### config.mk
export PLATFORM = sky130hd
export DESIGN_NAME = output_port_arbiter_flat
export DESIGN_NICKNAME = d
export VERILOG_FILES = /design/src/rtl/output_port_arbiter_if.sv /design/src/rtl/output_port_arbiter.sv /design/src/flat_wrapper.sv
export SDC_FILE = /design/constraint.sdc
export NUM_CORES = 1
export LEC_CHECK = 0
export CORE_MARGIN = 8
export CORE_UTILIZATION = 35
export CTS_CLUSTER_DIAMETER = 60
export DETAILED_ROUTE_END_ITERATION = 10
export PLACE_DENSITY = 0.84
export RECOVER_POWER = 25
export SLEW_MARGIN = 20
export SYNTH_ARGS = -nofsm -noshare
export SYNTH_HDL_FRONTEND = slang
export SYNTH_SLANG_ARGS = --single-unit
### constraint.sdc
create_clock -name clk -period 3.2 [get_ports clk]
set_input_delay 0.32 -clock clk [delete_from_list [all_inputs] [get_ports clk]]
set_output_delay 0.32 -clock clk [all_outputs]
set_load 0.05 [all_outputs]
### src/rtl/output_port_arbiter_if.sv
// rtl/output_port_arbiter_if.sv - input-FIFO read side and output-FIFO write side of one output port
interface output_port_arbiter_if #(
  parameter int NUM_IN     = 5,
  parameter int DATA_WIDTH = 18
);

  logic [NUM_IN-1:0]            req;
  logic [NUM_IN-1:0]            in_empty;
  logic [NUM_IN*DATA_WIDTH-1:0] in_rd_data;
  logic [NUM_IN-1:0]            in_rd_en;
  logic                         out_full;
  logic                         out_wr_en;
  logic [DATA_WIDTH-1:0]        out_wr_data;
  logic [NUM_IN-1:0]            grant;
  logic                         busy;
  logic                         proto_err;

  modport master (
    input  req, in_empty, in_rd_data, out_full,
    output in_rd_en, out_wr_en, out_wr_data, grant, busy, proto_err
  );

  modport slave (
    output req, in_empty, in_rd_data, out_full,
    input  in_rd_en, out_wr_en, out_wr_data, grant, busy, proto_err
  );

endinterface

### src/rtl/output_port_arbiter.sv
// rtl/output_port_arbiter.sv - packet-granular round-robin arbiter sharing one router output port
module output_port_arbiter #(
  parameter int NUM_IN     = 5,
  parameter int DATA_WIDTH = 18
) (
  input  logic                  clk,
  input  logic                  rst,
  output_port_arbiter_if.master bus
);

  localparam int IDX_W = (NUM_IN > 1) ? $clog2(NUM_IN) : 1;

  typedef enum logic [1:0] {
    S_IDLE,
    S_READ,
    S_WAIT
  } state_t;

  state_t                state;
  logic [IDX_W-1:0]      rr_ptr;
  logic [IDX_W-1:0]      grant_idx;
  logic [NUM_IN-1:0]     grant_q;
  logic                  busy_q;
  logic                  first_flit;

  logic [NUM_IN-1:0]     elig;
  logic                  pick_found;
  logic [IDX_W-1:0]      pick_idx;
  logic [IDX_W:0]        cand;
  logic [DATA_WIDTH-1:0] flit;
  logic                  flit_head;
  logic                  flit_tail;
  logic                  rd_ok;

  assign elig = bus.req & ~bus.in_empty;

  // Scan starts one past the previous owner, which therefore drops to lowest priority.
  always_comb begin
    pick_found = 1'b0;
    pick_idx   = '0;
    cand       = '0;
    for (int k = 1; k <= NUM_IN; k++) begin
      cand = {1'b0, rr_ptr} + (IDX_W+1)'(k);
      if (cand >= (IDX_W+1)'(NUM_IN)) begin
        cand = cand - (IDX_W+1)'(NUM_IN);
      end
      if (!pick_found && elig[cand[IDX_W-1:0]]) begin
        pick_found = 1'b1;
        pick_idx   = cand[IDX_W-1:0];
      end
    end
  end

  always_comb begin
    flit = '0;
    for (int i = 0; i < NUM_IN; i++) begin
      if (grant_q[i]) begin
        flit = bus.in_rd_data[i*DATA_WIDTH +: DATA_WIDTH];
      end
    end
  end

  assign flit_head = flit[DATA_WIDTH-1];
  assign flit_tail = flit[DATA_WIDTH-2];

  // Full is only checked here: a read issued now is the only write one cycle later.
  assign rd_ok = (state == S_READ) && ((grant_q & ~bus.in_empty) != '0) && !bus.out_full;

  assign bus.in_rd_en    = rd_ok ? grant_q : '0;
  assign bus.out_wr_en   = (state == S_WAIT);
  assign bus.out_wr_data = (state == S_WAIT) ? flit : '0;
  assign bus.grant       = grant_q;
  assign bus.busy        = busy_q;
  assign bus.proto_err   = (state == S_WAIT) && (first_flit ? !flit_head : flit_head);

  always_ff @(posedge clk) begin
    if (rst) begin
      state      <= S_IDLE;
      rr_ptr     <= IDX_W'(NUM_IN - 1);
      grant_idx  <= '0;
      grant_q    <= '0;
      busy_q     <= 1'b0;
      first_flit <= 1'b0;
    end else begin
      case (state)
        S_IDLE: begin
          if (pick_found) begin
            grant_q    <= NUM_IN'(1) << pick_idx;
            grant_idx  <= pick_idx;
            busy_q     <= 1'b1;
            first_flit <= 1'b1;
            state      <= S_READ;
          end
        end
        S_READ: begin
          if (rd_ok) begin
            state <= S_WAIT;
          end
        end
        S_WAIT: begin
          first_flit <= 1'b0;
          if (flit_tail) begin
            grant_q <= '0;
            busy_q  <= 1'b0;
            rr_ptr  <= grant_idx;
            state   <= S_IDLE;
          end else begin
            state <= S_READ;
          end
        end
        default: begin
          state   <= S_IDLE;
          grant_q <= '0;
          busy_q  <= 1'b0;
        end
      endcase
    end
  end

endmodule

### src/flat_wrapper.sv
// flat-port wrapper written by rule: the top's interface ports become plain ports
module output_port_arbiter_flat 
#(
  parameter int NUM_IN     = 5,
  parameter int DATA_WIDTH = 18
)
  (clk, rst, bus_req, bus_in_empty, bus_in_rd_data, bus_out_full, bus_in_rd_en, bus_out_wr_en, bus_out_wr_data, bus_grant, bus_busy, bus_proto_err);
  output_port_arbiter_if #(.NUM_IN(NUM_IN), .DATA_WIDTH(DATA_WIDTH)) bus_i ();
  input  logic clk;
  input  logic rst;
  input wire logic [$bits(bus_i.req)-1:0] bus_req;
  input wire logic [$bits(bus_i.in_empty)-1:0] bus_in_empty;
  input wire logic [$bits(bus_i.in_rd_data)-1:0] bus_in_rd_data;
  input wire logic [$bits(bus_i.out_full)-1:0] bus_out_full;
  output wire logic [$bits(bus_i.in_rd_en)-1:0] bus_in_rd_en;
  output wire logic [$bits(bus_i.out_wr_en)-1:0] bus_out_wr_en;
  output wire logic [$bits(bus_i.out_wr_data)-1:0] bus_out_wr_data;
  output wire logic [$bits(bus_i.grant)-1:0] bus_grant;
  output wire logic [$bits(bus_i.busy)-1:0] bus_busy;
  output wire logic [$bits(bus_i.proto_err)-1:0] bus_proto_err;
  assign bus_i.req = bus_req;
  assign bus_i.in_empty = bus_in_empty;
  assign bus_i.in_rd_data = bus_in_rd_data;
  assign bus_i.out_full = bus_out_full;
  assign bus_in_rd_en = bus_i.in_rd_en;
  assign bus_out_wr_en = bus_i.out_wr_en;
  assign bus_out_wr_data = bus_i.out_wr_data;
  assign bus_grant = bus_i.grant;
  assign bus_busy = bus_i.busy;
  assign bus_proto_err = bus_i.proto_err;
  output_port_arbiter #(.NUM_IN(NUM_IN), .DATA_WIDTH(DATA_WIDTH)) u_core (.clk(clk), .rst(rst), .bus(bus_i));
endmodule
==> summary.txt, run 1 <==
Global route
  • Grt ovf: 0
  • Antenna violations before repair: 0
  • First-pass GRT wire length: 18100 um
  • Gr usage total: approximately a fifth
  • Vias in the first global route: between 3000 and 4000
  • Largest net degree at the start of global routing: 25

Synth
  • Sequential area share after synthesis: approximately 11%
  • Mapped Cells: between 300 and 400
  • Simple-gate area share of the yosys netlist: approximately 30%
  • Yosys reg bits: 15
  • Yosys Warn Count: 0
  • Largest family of logic cells by synthesized area: compound AO/OA/AOI/OAI gates
  • Compound-Gate Fraction of Synth Area: between 40 and 50%
  • Number of synthesized flops with an enable pin: 0
  • Post-Synth XOR/XNOR Area: under 10%
  • Post-Syn Area: ~2700 um2
  • Synth Area in Adders: 5.43%
  • Yosys cell types: 77
  • Avg Cell Area, Syn: ~7 um2
  • Ys async rst share: 0%
  • Syn_nets: a little under 500
  • Share of synthesized area spent on multiplexers: 3.55%
  • Post-synth top flop: dfxtp_1

Clocking
  • CTS root buffer: clkbuf_8
  • # hold bufs at CTS: 0
  • Clock buffer depth: 2
  • Clock Sinks: 15
  • TritonCTS clock tree: yes
  • H-tree levels: 1
  • Worst skew pair latency: 250 ps
  • Clock Pin Slew Worst Setup and Hold Paths: ~70 ps
  • Total CTS buffers: 3

Pwr
  • Logic gate share of total power: a little under three fifths
  • Worst vdd ir: approximately 110 uV
  • Int Pwr: 545 uW
  • Clock share of power: ~18%
  • Seq pwr share: 25.8%
  • LEAKAGE: around 0.0018 uW
  • Tot Pwr: about 840 uW
  • Pwr/cell area: 176 nW/um2
  • Switching share of total power: around a third
  • P_sw: around 300 uW

Timing
  • Period utilization: a little over nine tenths
  • Final min period: 3120 ps
  • Worst Tran Pin Value: about 730 ps
  • Final hold slack: about 450 ps
  • Max_slew headroom: 51.7%
  • FMAX: approximately 320 MHz
  • Clk_skew: 7.68 ps
  • Final Setup Violations: 0
  • Post-route setup TNS: 0 ps
  • Max Slew Vio Count: 0
  • Unrepaired setup endpoints after global routing: yes
  • Final Hold Viols: 0

Layout
  • Fillers: 621
  • Area Overhead vs Synth: 78.9%
  • Sequential Area: 305 um2
  • Ant diodes: 0
  • Footprint of the multi-input gates: 2340 um2
  • Layout cells sized above 1: approximately 22%
  • Final nets: ~650

Die
  • Die Y: 103 um
  • DIE WIDTH: between 100 and 150 um
  • Core footprint: 7570 um2
  • Io pins: roughly 130
  • Die Footprint: ~11000 um2
  • Row count: 32
  • Initial cell density of the core: 35.4%

Run
  • Number of max-cap violations: 0

Routing
  • Post-route ant nets: 0
  • Post-route DRC: 0
  • Initial DRC count: between 150 and 200
  • DRT Wirelength: 12500 um
  • Pre-Repair DR Iteration Count: 5
  • Routed length per instance: 19.8 um
  • Via density: between 5 and 6
  • Vias post-DR: between 3000 and 4000

Setup path
  • Slowest stage cell on the critical path: ha_2
  • Crit-path cells: inv_1, ha_2, nor2b_2, buf_4, nor3_4, nor2_1, a222oi_1, buf_4, nand3_4, o32ai_4, o31ai_2, a32o_1
  • Most frequent CP cell: buf_4
  • Crit path kind: reg -> reg
  • Setup crit start kind: flip-flop
  • Crit. End Element: flip-flop
  • Top Family by Delay on Critical Path: compound AO/OA/AOI/OAI gates
  • Critical path arrival: approximately 3300 ps
  • Crit-path max cell delay: between 400 and 500 ps
  • Worst EP required: approximately 3300 ps
  • WP buf/inv: 3
  • Maximum net fanout on the critical path: 6

Placed design
  • RePlAce Congestion: between 0.9 and 1
  • HPWL after DPL: between 10000 and 15000 um
  • Port Buffers: approximately 130

Run status
  • Status: finished, final reports clean

Hold path
  • Hold crit path type: reg -> reg
-- worst paths after layout --
check,endpoint,slack (ps),startpoint,cells after the start
max,u_core.bus.grant[2],80,u_core.rr_ptr[1],12
min,u_core.bus.busy,450,u_core.bus.busy,1
max reg2reg,u_core.bus.grant[2],80,u_core.rr_ptr[1],12
min reg2reg,u_core.bus.busy,450,u_core.bus.busy,1
-- repair_timing --
action | 4_1_cts | 5_1_grt
gates cloned | 0 | 1
pin swaps | 0 | 13
resized for setup | 1 | 32
endpoints found under the hold margin | 0 | 0
endpoints found under the setup margin | 3 | 9
buffers inserted | 0 | 7
-- power groups by stage --
stage	Combinational [uW]	Clock, uW	Sequential [uW]
after floorplan	214	0	236
after global placement	439	0	222
after detailed placement	448	0	223
after CTS	450	155	219
after global routing	508	160	220
final	473	152	217
-- kinds of logic (layout without fill, tap and decap cells) --
logic type / after synthesis / after routing
AOI/OAI and AO/OA: 146 / 146
and+or+nand+nor: 146 / 147
buffers and inverters: 41 / 199
DFF: 15 / 15
adders and majority gates: 11 / 11
muxes: 8 / 8
xor gates and xnor gates: 5 / 5
-- synth_stat cells, drive strengths merged, types with 4 or more instances --
| library cell | n | area share [%] |
|---|---|---|
| dfxtp | 15 | 11 |
| a221o | 17 | 6.4 |
| nand2 | 30 | 4.2 |
| inv | 15 | 2.1 |
| or3 | 5 | 1.4 |
| nand2b | 16 | 3.7 |
| buf | 10 | 3.1 |
| nor2 | 35 | 4.9 |
| mux2i | 5 | 1.9 |
| a21oi | 16 | 3.1 |
| ha | 10 | 4.7 |
| nor3 | 9 | 1.9 |
| o31ai | 4 | 1.6 |
| o21ai | 42 | 8.1 |
| nand3 | 10 | 2.1 |
| o211ai | 21 | 5.9 |
| nor2b | 10 | 2.6 |
| and2 | 10 | 2.3 |
| a211oi | 5 | 1.4 |
| clkbuf | 15 | 2.1 |
-- metrics by stage --
stage / cells / util [%] / setup WS (ps) / instance area, um2
after floorplan: 372 / - / 28.3 / 2680
after global placement: 621 / 59.8 / 74.6 / 4530
after detailed placement: 621 / 59.8 / -16.1 / 4530
after CTS: 625 / 60.5 / 11.0 / 4580
after global routing: 633 / 63.2 / -34.5 / 4790
final: 633 / 63.2 / 79.4 / 4790
-- metal layers --
layer	track usage [%]	vias to the layer above	wire length, um
met3	4.08	33	1300
met5	0	-	0
li1	-	1734	-
met4	9.01	0	436
met1	24.5	1724	4750
met2	37.3	190	6040
-- flip-flops by register name, indices dropped and copies added, names as in the netlist --
name / cells
u_core.bus.grant: 5
u_core.grant_idx: 3
u_core.rr_ptr: 3
u_core.state: 2
u_core.bus.busy: 1
u_core.first_flit: 1
-- worst register-to-register path: cells and delay by family, from the launching register on --
family	cells	cell delay, ps
adder cells (fa/ha/maj)	1	420
buffers and inverters	3	520
flip-flops	1	380
AO/OA/AOI/OAI	4	1190
AND/OR/NAND/NOR	4	490
-- placed cells by master, fill, tap and decap left out, types with 13 or more instances in the layout --
master,instances
a21oi_1,14
clkdlybuf4s50_1,102
o21ai_0,37
a221o_1,17
inv_1,14
nor2_1,35
o211ai_1,21
buf_4,43
nand2b_1,16
dfxtp_1,13
nand2_1,30
buf_12,24
-- cell type report --
type                    instances  area share (%)
clock buffers                   3           0.863
clock inverters                 1           0.105
inverters                      16            1.25
multi-input cells             317            48.9
flip-flops and latches         15            6.38
well taps                     102            2.67
repair buffers                179            39.8
No activity file was read; power rests on OpenSTA's default activity.
==> run 2, diff against run 1 <==
==> constraint.sdc (replaced) <==
create_clock -name clk -period 2.6 [get_ports clk]
set_input_delay 0.26 -clock clk [delete_from_list [all_inputs] [get_ports clk]]
set_output_delay 0.26 -clock clk [all_outputs]
set_load 0.05 [all_outputs]
==> run 2 against run 1 <==
The run now ends with setup timing left. Via count grew 9.3%. Sequential power grew 21%. Count of clock-buffer cells in the layout is the same. Global-route usage grew 3.8 points. Core utilization grew 9.2 points. Critical path type unchanged. Largest power group unchanged.
==> summary.txt, run 2 (synthesis gave the netlist of run 1 again) <==
Run status
  • Status: complete, but fails checks (was finished, final reports clean)
  • Violated checks: setup timing

Global route
  • Antenna violations before repair: 0 (unchanged)
  • Vias in the first global route: 3962 (was 3543)
  • First-pass GRT wire length: 20800 um (was 18100 um)
  • Largest net degree at the start of global routing: 34 (was 25)
  • Gr usage total: 25.0% (was 21.2%)
  • Grt ovf: 0 (unchanged)

Timing
  • FMAX: 315 MHz (was 320 MHz)
  • Final worst setup slack: -578 ps (was 79.4 ps)
  • Clk_skew: 7.63 ps (was 7.68 ps)
  • Final Hold Viols: 0 (unchanged)
  • Period utilization: 122% (was 97.5%)
  • Final min period: 3180 ps (was 3120 ps)
  • Unrepaired setup endpoints after global routing: yes (unchanged)
  • Final Setup Violations: 12 (was 0)
  • Max_slew headroom: 49.7% (was 51.7%)
  • Max Slew Vio Count: 0 (unchanged)
  • Worst Tran Pin Value: 754 ps (was 725 ps)

Setup path
  • Crit. End Element: flip-flop (unchanged)
  • Crit-path max cell delay: 440 ps (was 420 ps)
  • Critical path arrival: 3320 ps (was 3260 ps)
  • Slowest stage cell on the critical path: a222oi_1 (was ha_2)
  • Worst R2R End: u_core.bus.grant[2] (unchanged)
  • Worst R2R Start: u_core.rr_ptr[0] (was u_core.rr_ptr[1])
  • Crit-path cells: inv_6, ha_4, inv_2, fa_2, buf_6, buf_6, o21ai_4, a21oi_2, a222oi_1, buf_4, buf_6, nand4b_1, o21ai_2, nor2_2, a32o_1 (was inv_1, ha_2, nor2b_2, buf_4, nor3_4, nor2_1, a222oi_1, buf_4, nand3_4, o32ai_4, o31ai_2, a32o_1)
  • Most frequent CP cell: buf_6 (was buf_4)
  • WP buf/inv: 6 (was 3)
  • Setup crit start kind: flip-flop (unchanged)
  • R2r setup slk: -580 ps (was 80 ps)
  • Maximum net fanout on the critical path: 5 (was 6)
  • Top Family by Delay on Critical Path: compound AO/OA/AOI/OAI gates (unchanged)
  • FF-to-FF path depth: 15 (was 12)
  • Worst EP required: 2740 ps (was 3340 ps)
  • Crit path kind: reg -> reg (unchanged)

Die
  • Initial cell density of the core: 35.4% (unchanged)
  • Row count: 32 (unchanged)
  • Io pins: 134 (unchanged)
  • Die Footprint: 10700 um2 (unchanged)
  • Core footprint: 7570 um2 (unchanged)
  • DIE WIDTH: 103 um (unchanged)
  • Die Y: 103 um (unchanged)

Hold path
  • Hold Path Stages: 1 (unchanged)
  • Hold crit path type: reg -> reg (unchanged)
  • Hold Startpoint: u_core.bus.busy (unchanged)
  • Worst hold path endpoint: u_core.bus.busy (unchanged)

Clocking
  • Total CTS buffers: 3 (unchanged)
  • # hold bufs at CTS: 0 (unchanged)
  • CTS root buffer: clkbuf_8 (unchanged)
  • H-tree levels: 1 (unchanged)
  • Worst skew pair latency: 260 ps (was 250 ps)
  • TritonCTS clock tree: yes (unchanged)
  • Clock Pin Slew Worst Setup and Hold Paths: 70 ps (about the same)
  • Clock Sinks: 15 (unchanged)
  • Clock buffer depth: 2 (unchanged)

Layout
  • Flip-flop count of the largest register after layout: 5 (unchanged)
  • Commonest non-fill, non-tap cell in the layout: clkdlybuf4s50_1 (unchanged)
  • Final nets: 694 (was 646)
  • Ant diodes: 0 (unchanged)
  • Post-route cell area: 5480 um2 (was 4790 um2)
  • Fillers: 537 (was 621)
  • Most frequent cells in the layout: clkdlybuf4s50_1, buf_4, o21ai_0, nand2_1, buf_12 (was clkdlybuf4s50_1, buf_4, o21ai_0, nor2_1, nand2_1)
  • Layout cells sized above 1: 36.3% (was 21.7%)
  • Area Overhead vs Synth: 105% (was 78.9%)
  • Post-Layout Cell Count: 681 (was 633)

Placed design
  • HPWL after DPL: 11000 um (was 10100 um)
  • Cell Area, Placed: 4870 um2 (was 4530 um2)
  • Pre-CTS setup slack: -402 ps (was -16.1 ps)
  • RePlAce Congestion: 1.00 (was 0.979)
  • Port Buffers: 133 (unchanged)
  • Dpl cells: 657 (was 621)

Routing
  • DRT Wirelength: 14600 um (was 12500 um)
  • Initial DRC count: 191 (was 167)
  • Post-route DRC: 0 (unchanged)
  • Via density: 5.91 (was 5.82)
  • Vias post-DR: 4022 (was 3681)
  • Post-route ant nets: 0 (unchanged)
  • Routed length per instance: 21.5 um (was 19.8 um)
  • Pre-Repair DR Iteration Count: 5 (unchanged)

Pwr
  • LEAKAGE: 0.00213 uW (was 0.00182 uW)
  • Worst vdd ir: 178 uV (was 107 uV)
  • Pwr/cell area: 208 nW/um2 (was 176 nW/um2)

Run
  • Number of max-cap violations: 0 (unchanged)
## run 2: layout make-up
type,instances,area (um2),area share [%]
Multi-Input combinational cell,316,2610,47.6
Timing Repair Buffer,228,2330,42.4
Sequential cell,15,309,5.64
Tap cell,102,128,2.33
Inverter,16,65.1,1.19
Clock buffer,3,41.3,0.753
Clock inverter,1,5.00,0.0913
## run 2: how the worst max path moves through the flow
stage | startpoint | end | slack (ps) | cells after the start
3_5_place_dp | u_core.rr_ptr[0] | u_core.bus.grant[3] | -400 | 12
6_report | u_core.rr_ptr[0] | u_core.bus.grant[2] | -580 | 15
5_1_grt | u_core.rr_ptr[0] | u_core.bus.grant[2] | -660 | 15
3_3_place_gp | u_core.rr_ptr[0] | u_core.bus.grant[0] | -310 | 11
4_1_cts | u_core.rr_ptr[0] | u_core.bus.grant[0] | -370 | 14
2_1_floorplan | u_core.rr_ptr[0] | u_core.bus.grant[2] | -320 | 13
## run 2: repair_timing
item / in CTS / in global routing
pin swaps: 21 / 18
gates resized for setup: 51 / 29
setup endpoints to repair: 11 / 11
setup buffers: 11 / 9
cloned: 0 / 0
## run 2: layer usage
layer	track usage, %	vias to the layer above	part of all wire, %
li1	-	1834	-
met1	26.1	1928	35
met2	46.3	203	50
met3	5.49	57	10
met4	11.9	0	4.7
met5	0	-	0
## run 2: report_power, final
part           switching [uW]  internal [uW]
combinational             315            368
sequential               17.0            245
clock                    90.9            106
total                     422            720
## run 2: metrics by stage
step | utilization [%] | hold WS, ps | total power, uW | setup TNS, ps
after CTS | 69.8 | 475 | 1100 | -2800
after global placement | 64.4 | 439 | 858 | -2640
after global routing | 72.4 | 478 | 1200 | -6870
after detailed placement | 64.4 | 455 | 876 | -3240
after floorplan | - | 416 | 563 | -2370
final | 72.4 | 470 | 1140 | -5650
==> patch 1, RTL diff (settings of run 2) <==
Encoding of `state_t`: now one-hot (3 bits for 3 states).
--- a/src/rtl/output_port_arbiter.sv
+++ b/src/rtl/output_port_arbiter.sv
@@ -10,10 +10,10 @@
 
   localparam int IDX_W = (NUM_IN > 1) ? $clog2(NUM_IN) : 1;
 
-  typedef enum logic [1:0] {
-    S_IDLE,
-    S_READ,
-    S_WAIT
+  typedef enum logic [2:0] {
+    S_IDLE = 3'b001,
+    S_READ = 3'b010,
+    S_WAIT = 3'b100
   } state_t;
 
   state_t                state;
Formal check against the unedited RTL: same outputs for any inputs over 10 cycles, from zero or initial values and one cycle with rst high; not proved beyond that.
==> patch 1 against run 2 <==
- the flow still finishes with violations (negative setup slack)
- fmax up 0.17%
- core utilization down 1.5 points
- largest cell class unchanged
- sequential cell count up 1
- combinational power down 7.8%
- global-route usage down 1.8 points
- wire length down 9.2%
- non-clock buffer count down 7
- synthesized area down 3.3%
- setup slack better by 0.0053 ns
- clock skew down 0.0060 ns
- power up 0.30%
- final area down 6.6%
- die area down 2.8%
- cell count down 2.1%
==> patch 1: results (changes against run 2) <==
- Outcome: finished, violations left
- Failing checks: negative setup slack
- Reg2Reg Capture Point: u_core.bus.grant[3]
- Post-synth top cells: nor2_1, a21oi_1, o21ai_0
- Initial drt markers: 378 (+98%)
- Area growth syn-to-layout: 97.78%
- Final wirelength: 13,290 um (-9.2%)
- Share of cells above drive strength 1: 0.3134 (-0.04931)
- Post-place setup slack: -0.5502 ns (-0.1483 ns)
- Crit path max fanout: 4 (-1)
- Leak: 2.095 nW (-1.6%)
- Post-Layout Cell Count: 667 (-2.1%)
- CP peak stage delay: 0.53 ns (+0.09 ns)
- Top cells by area, synth: dfxtp_1, nor2_1, a21oi_1, a221o_1, ha_1
- Met1 usage: 0.2808 (+0.01953)
- Global Route Usage Sum: 0.2327 (-0.01765)
- First-pass GRT wire length: 19,290 um (-7.4%)
- Post-synthesis sequential area ratio: 0.1238 (+0.01154)
- Worst r2r path cells: 13 (-2)
- Met3 Track Usage GR: 0.05654 (+0.001653)
- Post-placement cell count: 653 (-0.61%)
- Setup TNS: -6.027 ns (-0.3775 ns)
- Largest net degree at the start of global routing: 36 (+5.9%)
- Final setup margin: -0.5723 ns (+0.005342 ns)
- Vias in the first global route: 3,676 (-7.2%)
- Max VDD drop: 0.2240 mV (+26%)
- HPWL after DPL: 10,010 um (-8.6%)
- Crit-path slowest cell: or4_4
- Final setup violation count: 12 (unchanged)
- Via Count: 3,777 (-6.1%)
- Relative slew slack: 0.5198 (+0.02239)
- Pre-Repair DR Iteration Count: 7 (+2)
- Post-Syn Nets: 483 (-0.62%)
- Met2 usage: 0.3883 (-0.07471)
- Crit path to: u_core.bus.grant[3]
## patch 1: power by group through the flow
stage / Clock [mW] / Sequential [mW] / Combinational (mW)
after global placement: 0 / 0.290 / 0.552
after detailed placement: 0 / 0.291 / 0.569
after CTS: 0.227 / 0.285 / 0.594
final: 0.228 / 0.287 / 0.630
after global routing: 0.244 / 0.289 / 0.678
after floorplan: 0 / 0.312 / 0.267
## patch 1: worst min path at each step
| stage | from | end | slack, ns | cells past startpoint |
|---|---|---|---|---|
| after floorplan | rst | u_core.state[0] | 0.36 | 2 |
| after global placement | u_core.first_flit | u_core.first_flit | 0.46 | 2 |
| after detailed placement | u_core.first_flit | u_core.first_flit | 0.46 | 2 |
| after CTS | u_core.first_flit | u_core.first_flit | 0.47 | 2 |
| after global routing | u_core.first_flit | u_core.first_flit | 0.51 | 2 |
| final | u_core.first_flit | u_core.first_flit | 0.47 | 2 |
## patch 1: kinds of logic (layout without fill, tap and decap cells)
kind of cell	after synthesis	after routing	share of synthesized area
flip-flops	16	16	0.1238
buffers and inverters	37	236	0.06286
XOR/XNOR	7	7	0.02660
multiplexers	13	13	0.05222
AO/OA/AOI/OAI	129	129	0.3617
AND/OR/NAND/NOR	156	156	0.3167
adder cells (fa/ha/maj)	11	11	0.05609
## patch 1: what timing repair did
item	CTS	global route
pin swaps	18	9
buffers inserted	6	4
gates resized for setup	28	12
setup endpoints to repair	12	12
## patch 1: worst reg2reg max path: stages, from the launching register on
cell and delay [ns]:
dfxtp_4 0.36, inv_4 0.08, buf_6 0.10, ha_4 0.12
inv_2 0.03, fa_2 0.37, or4_4 0.53, a32o_2 0.30
a21boi_4 0.15, and3_4 0.18, o2111a_1 0.14, a211o_4 0.31
nor4b_4 0.28, a22o_1 0.18
## patch 1: layer usage
layer / share of wire / wire, um / vias to the layer above
met5: 0 / 0 / -
met4: 0.040 / 526 / 0
li1: - / - / 1764
met3: 0.094 / 1248 / 55
met1: 0.39 / 5119 / 1758
met2: 0.48 / 6399 / 200
## patch 1: final cells by class
cell class,instances,share of cell area
well taps,99,0.02421
repair buffers,221,0.4406
clock buffers,4,0.01076
multi-input cells,316,0.4521
flip-flops and latches,16,0.06381
inverters,11,0.008557
==> patch 2, RTL diff (config.mk and constraints of run 2) <==
Without the edit above. `DATA_WIDTH` is set to 18 in 3 places; all go to 16.
--- a/src/rtl/output_port_arbiter_if.sv
+++ b/src/rtl/output_port_arbiter_if.sv
@@ -1,7 +1,7 @@
 // rtl/output_port_arbiter_if.sv - input-FIFO read side and output-FIFO write side of one output port
 interface output_port_arbiter_if #(
   parameter int NUM_IN     = 5,
-  parameter int DATA_WIDTH = 18
+  parameter int DATA_WIDTH = 16
 );
 
   logic [NUM_IN-1:0]            req;
--- a/src/rtl/output_port_arbiter.sv
+++ b/src/rtl/output_port_arbiter.sv
@@ -1,7 +1,7 @@
 // rtl/output_port_arbiter.sv - packet-granular round-robin arbiter sharing one router output port
 module output_port_arbiter #(
   parameter int NUM_IN     = 5,
-  parameter int DATA_WIDTH = 18
+  parameter int DATA_WIDTH = 16
 ) (
   input  logic                  clk,
   input  logic                  rst,
--- a/src/flat_wrapper.sv
+++ b/src/flat_wrapper.sv
@@ -2,7 +2,7 @@
 module output_port_arbiter_flat 
 #(
   parameter int NUM_IN     = 5,
-  parameter int DATA_WIDTH = 18
+  parameter int DATA_WIDTH = 16
 )
   (clk, rst, bus_req, bus_in_empty, bus_in_rd_data, bus_out_full, bus_in_rd_en, bus_out_wr_en, bus_out_wr_data, bus_grant, bus_busy, bus_proto_err);
   output_port_arbiter_if #(.NUM_IN(NUM_IN), .DATA_WIDTH(DATA_WIDTH)) bus_i ();
Ports: changed (resized bus_in_rd_data and bus_out_wr_data); port bits go from 134 to 122. The function was not compared with the original's and may differ.
==> patch 2 against run 2 <==
- the flow still finishes with violations (negative setup slack)
- sequential cell count unchanged
- power down 5.4%
- final area down 6.9%
- wire length down 6.0%
- synthesized area down 3.2%
- global-route usage down 1.7 points
- cell count down 0.73%
- setup slack better by 0.027 ns
- critical path type unchanged
- critical endpoint unchanged
==> patch 2: results (changes against run 2) <==
- Outcome: finished, violations left
- Failing checks: negative setup slack
- Crit path to: u_core.bus.grant[2]
- Initial antenna violation count: 0 (unchanged)
- Post-synthesis sequential area ratio: 0.1159 (+0.003688)
- Clock-pin slew on the worst setup and hold paths: around 0.06 ns
- Leak: 2.118 nW (-0.55%)
- Share of cells above drive strength 1: 0.3293 (-0.03340)
- Vias in the first global route: 3,752 (-5.3%)
- Final setup violation count: 12 (unchanged)
- Slew @ Worst Pin: 0.5700 ns (-0.1839 ns)
- HPWL after DPL: 10,290 um (-6.1%)
- Post-synth top cells: nor2_1, a21oi_1, o21ai_0
- First-pass GRT wire length: 19,140 um (-8.1%)
- HP Class: reg2reg
- Worst r2r path cells: 11 (-4)
- Main synth FF type: dfxtp_1
- Max VDD drop: 0.1815 mV (+2.2%)
- R2r startpoint: u_core.rr_ptr[1]
- Antenna Cells: 0 (unchanged)
- Root buffer cell: clkbuf_8
- WP depth: 11 (-4)
- Count of cell types in the netlist: 77 (unchanged)
- Avg WL per Cell: 20.37 um (-5.3%)
- Crit-path slowest cell: mux4_2
- Clock Skews: 0.003027 ns (-0.004606 ns)
- I/O Buffers: 121 (-9.0%)
- Fin nets: 682 (-1.7%)
- GP Congestion: 0.9594 (-4.4%)
- Via Count: 3,970 (-1.3%)
- Pre-Repair DR Iteration Count: 7 (+2)
- Largest net degree at the start of global routing: 31 (-8.8%)
- Final setup margin: -0.5505 ns (+0.02715 ns)
- WP data arrival: 3.30 ns (-0.02 ns)
- Max reg flops: 5 (unchanged)
- Global Route Usage Sum: 0.2337 (-0.01665)
- Reg2Reg Capture Point: u_core.bus.grant[2]
- Async set or reset register ratio after synthesis: 0 (unchanged)
- Synth Warn #: 0 (unchanged)
- Initial drt markers: 426 (+120%)
- Post-Syn Nets: 483 (-0.62%)
- H-tree depth: 1 (unchanged)
- Clock buffer count from CTS: 3 (unchanged)
- CP peak stage delay: 0.46 ns (+0.02 ns)
- Top cells by area, synth: dfxtp_1, nor2_1, a21oi_1, a221o_1, o21ai_0
- CTS max path bufs: 2 (unchanged)
- Clock Latency Late Sink: 0.25 ns
- Crit path launch type: register
- Crit-path leading delay family: compound AO/OA/AOI/OAI gates
- Setup TNS: -4.561 ns (+1.089 ns)
- Crit path max fanout: 6 (+1)
[patch 2: cell count changes in the layout (fill, tap and decap cells not counted), moves of 4 or more]
cell / delta
a21oi_1: +28
buf_4: +4
clkdlybuf4s50_1: -10
mux2i_1: +5
nand2_1: -5
nor2_1: +30
nor2b_1: +5
o211ai_1: -17
o21ai_0: -12
[patch 2: report_power, final]
group	internal (mW)	switching (mW)	total [mW]
registers	0.244	0.0161	0.260
clock network	0.106	0.0867	0.193
logic	0.330	0.296	0.627
[patch 2: cell type report]
type	instances	area, um^2
Sequential cell	15	310.3
Fill cell	530	2113
Inverter	15	61.31
Multi-Input combinational cell	324	2361
Tap cell	99	123.9
Clock buffer	3	41.29
Timing Repair Buffer	219	2198
Clock inverter	1	5.005
[patch 2: worst reg2reg max path: stages, from the launching register on]
cell      delay [ns]
dfxtp_4         0.36
buf_6           0.12
buf_6           0.11
fa_2            0.41
or2_4           0.27
mux4_2          0.46
a21oi_4         0.24
and2b_4         0.22
a21boi_4        0.19
a21oi_2         0.08
mux2_4          0.31
a32o_1          0.28
[patch 2: worst min path at each step]
stage | slack, ns | from | cells past startpoint | endpoint
2_1_floorplan | 0.42 | rst | 2 | u_core.rr_ptr[2]
3_3_place_gp | 0.45 | u_core.grant_idx[1] | 2 | u_core.grant_idx[1]
3_5_place_dp | 0.45 | u_core.grant_idx[1] | 2 | u_core.grant_idx[1]
4_1_cts | 0.46 | u_core.grant_idx[1] | 2 | u_core.grant_idx[1]
5_1_grt | 0.50 | u_core.grant_idx[1] | 2 | u_core.grant_idx[1]
6_report | 0.46 | u_core.grant_idx[1] | 2 | u_core.grant_idx[1]
[patch 2: timing repair]
action / 4_1_cts / 5_1_grt
endpoints found under the setup margin: 11 / 12
gates resized for setup: 19 / 33
buffers inserted: 4 / 6
pin swaps: 7 / 14
[patch 2: per-stage QoR]
stage,area [um^2],cells,worst slack (ns)
4_1_cts,4910,670,-0.4395
3_3_place_gp,4745,662,-0.3644
2_1_floorplan,2646,379,-0.4910
3_5_place_dp,4745,662,-0.4663
5_1_grt,5101,676,-0.6361
6_report,5101,676,-0.5505
[patch 2: cells by family after synthesis]
group,Yosys count,share of synthesized area
multiplexers,11,0.04927
AO/OA/AOI/OAI,136,0.3681
adder cells (fa/ha/maj),11,0.05604
XOR/XNOR,4,0.01353
buffers and inverters,40,0.06715
flip-flops,15,0.1159
AND/OR/NAND/NOR,162,0.3300
[patch 2: routing by layer]
layer | wire (um) | track usage | up-vias
met5 | 0 | 0 | -
met4 | 501 | 0.06433 | 0
met3 | 1206 | 0.04496 | 57
met2 | 7248 | 0.4103 | 265
met1 | 4810 | 0.2812 | 1868
li1 | - | - | 1780
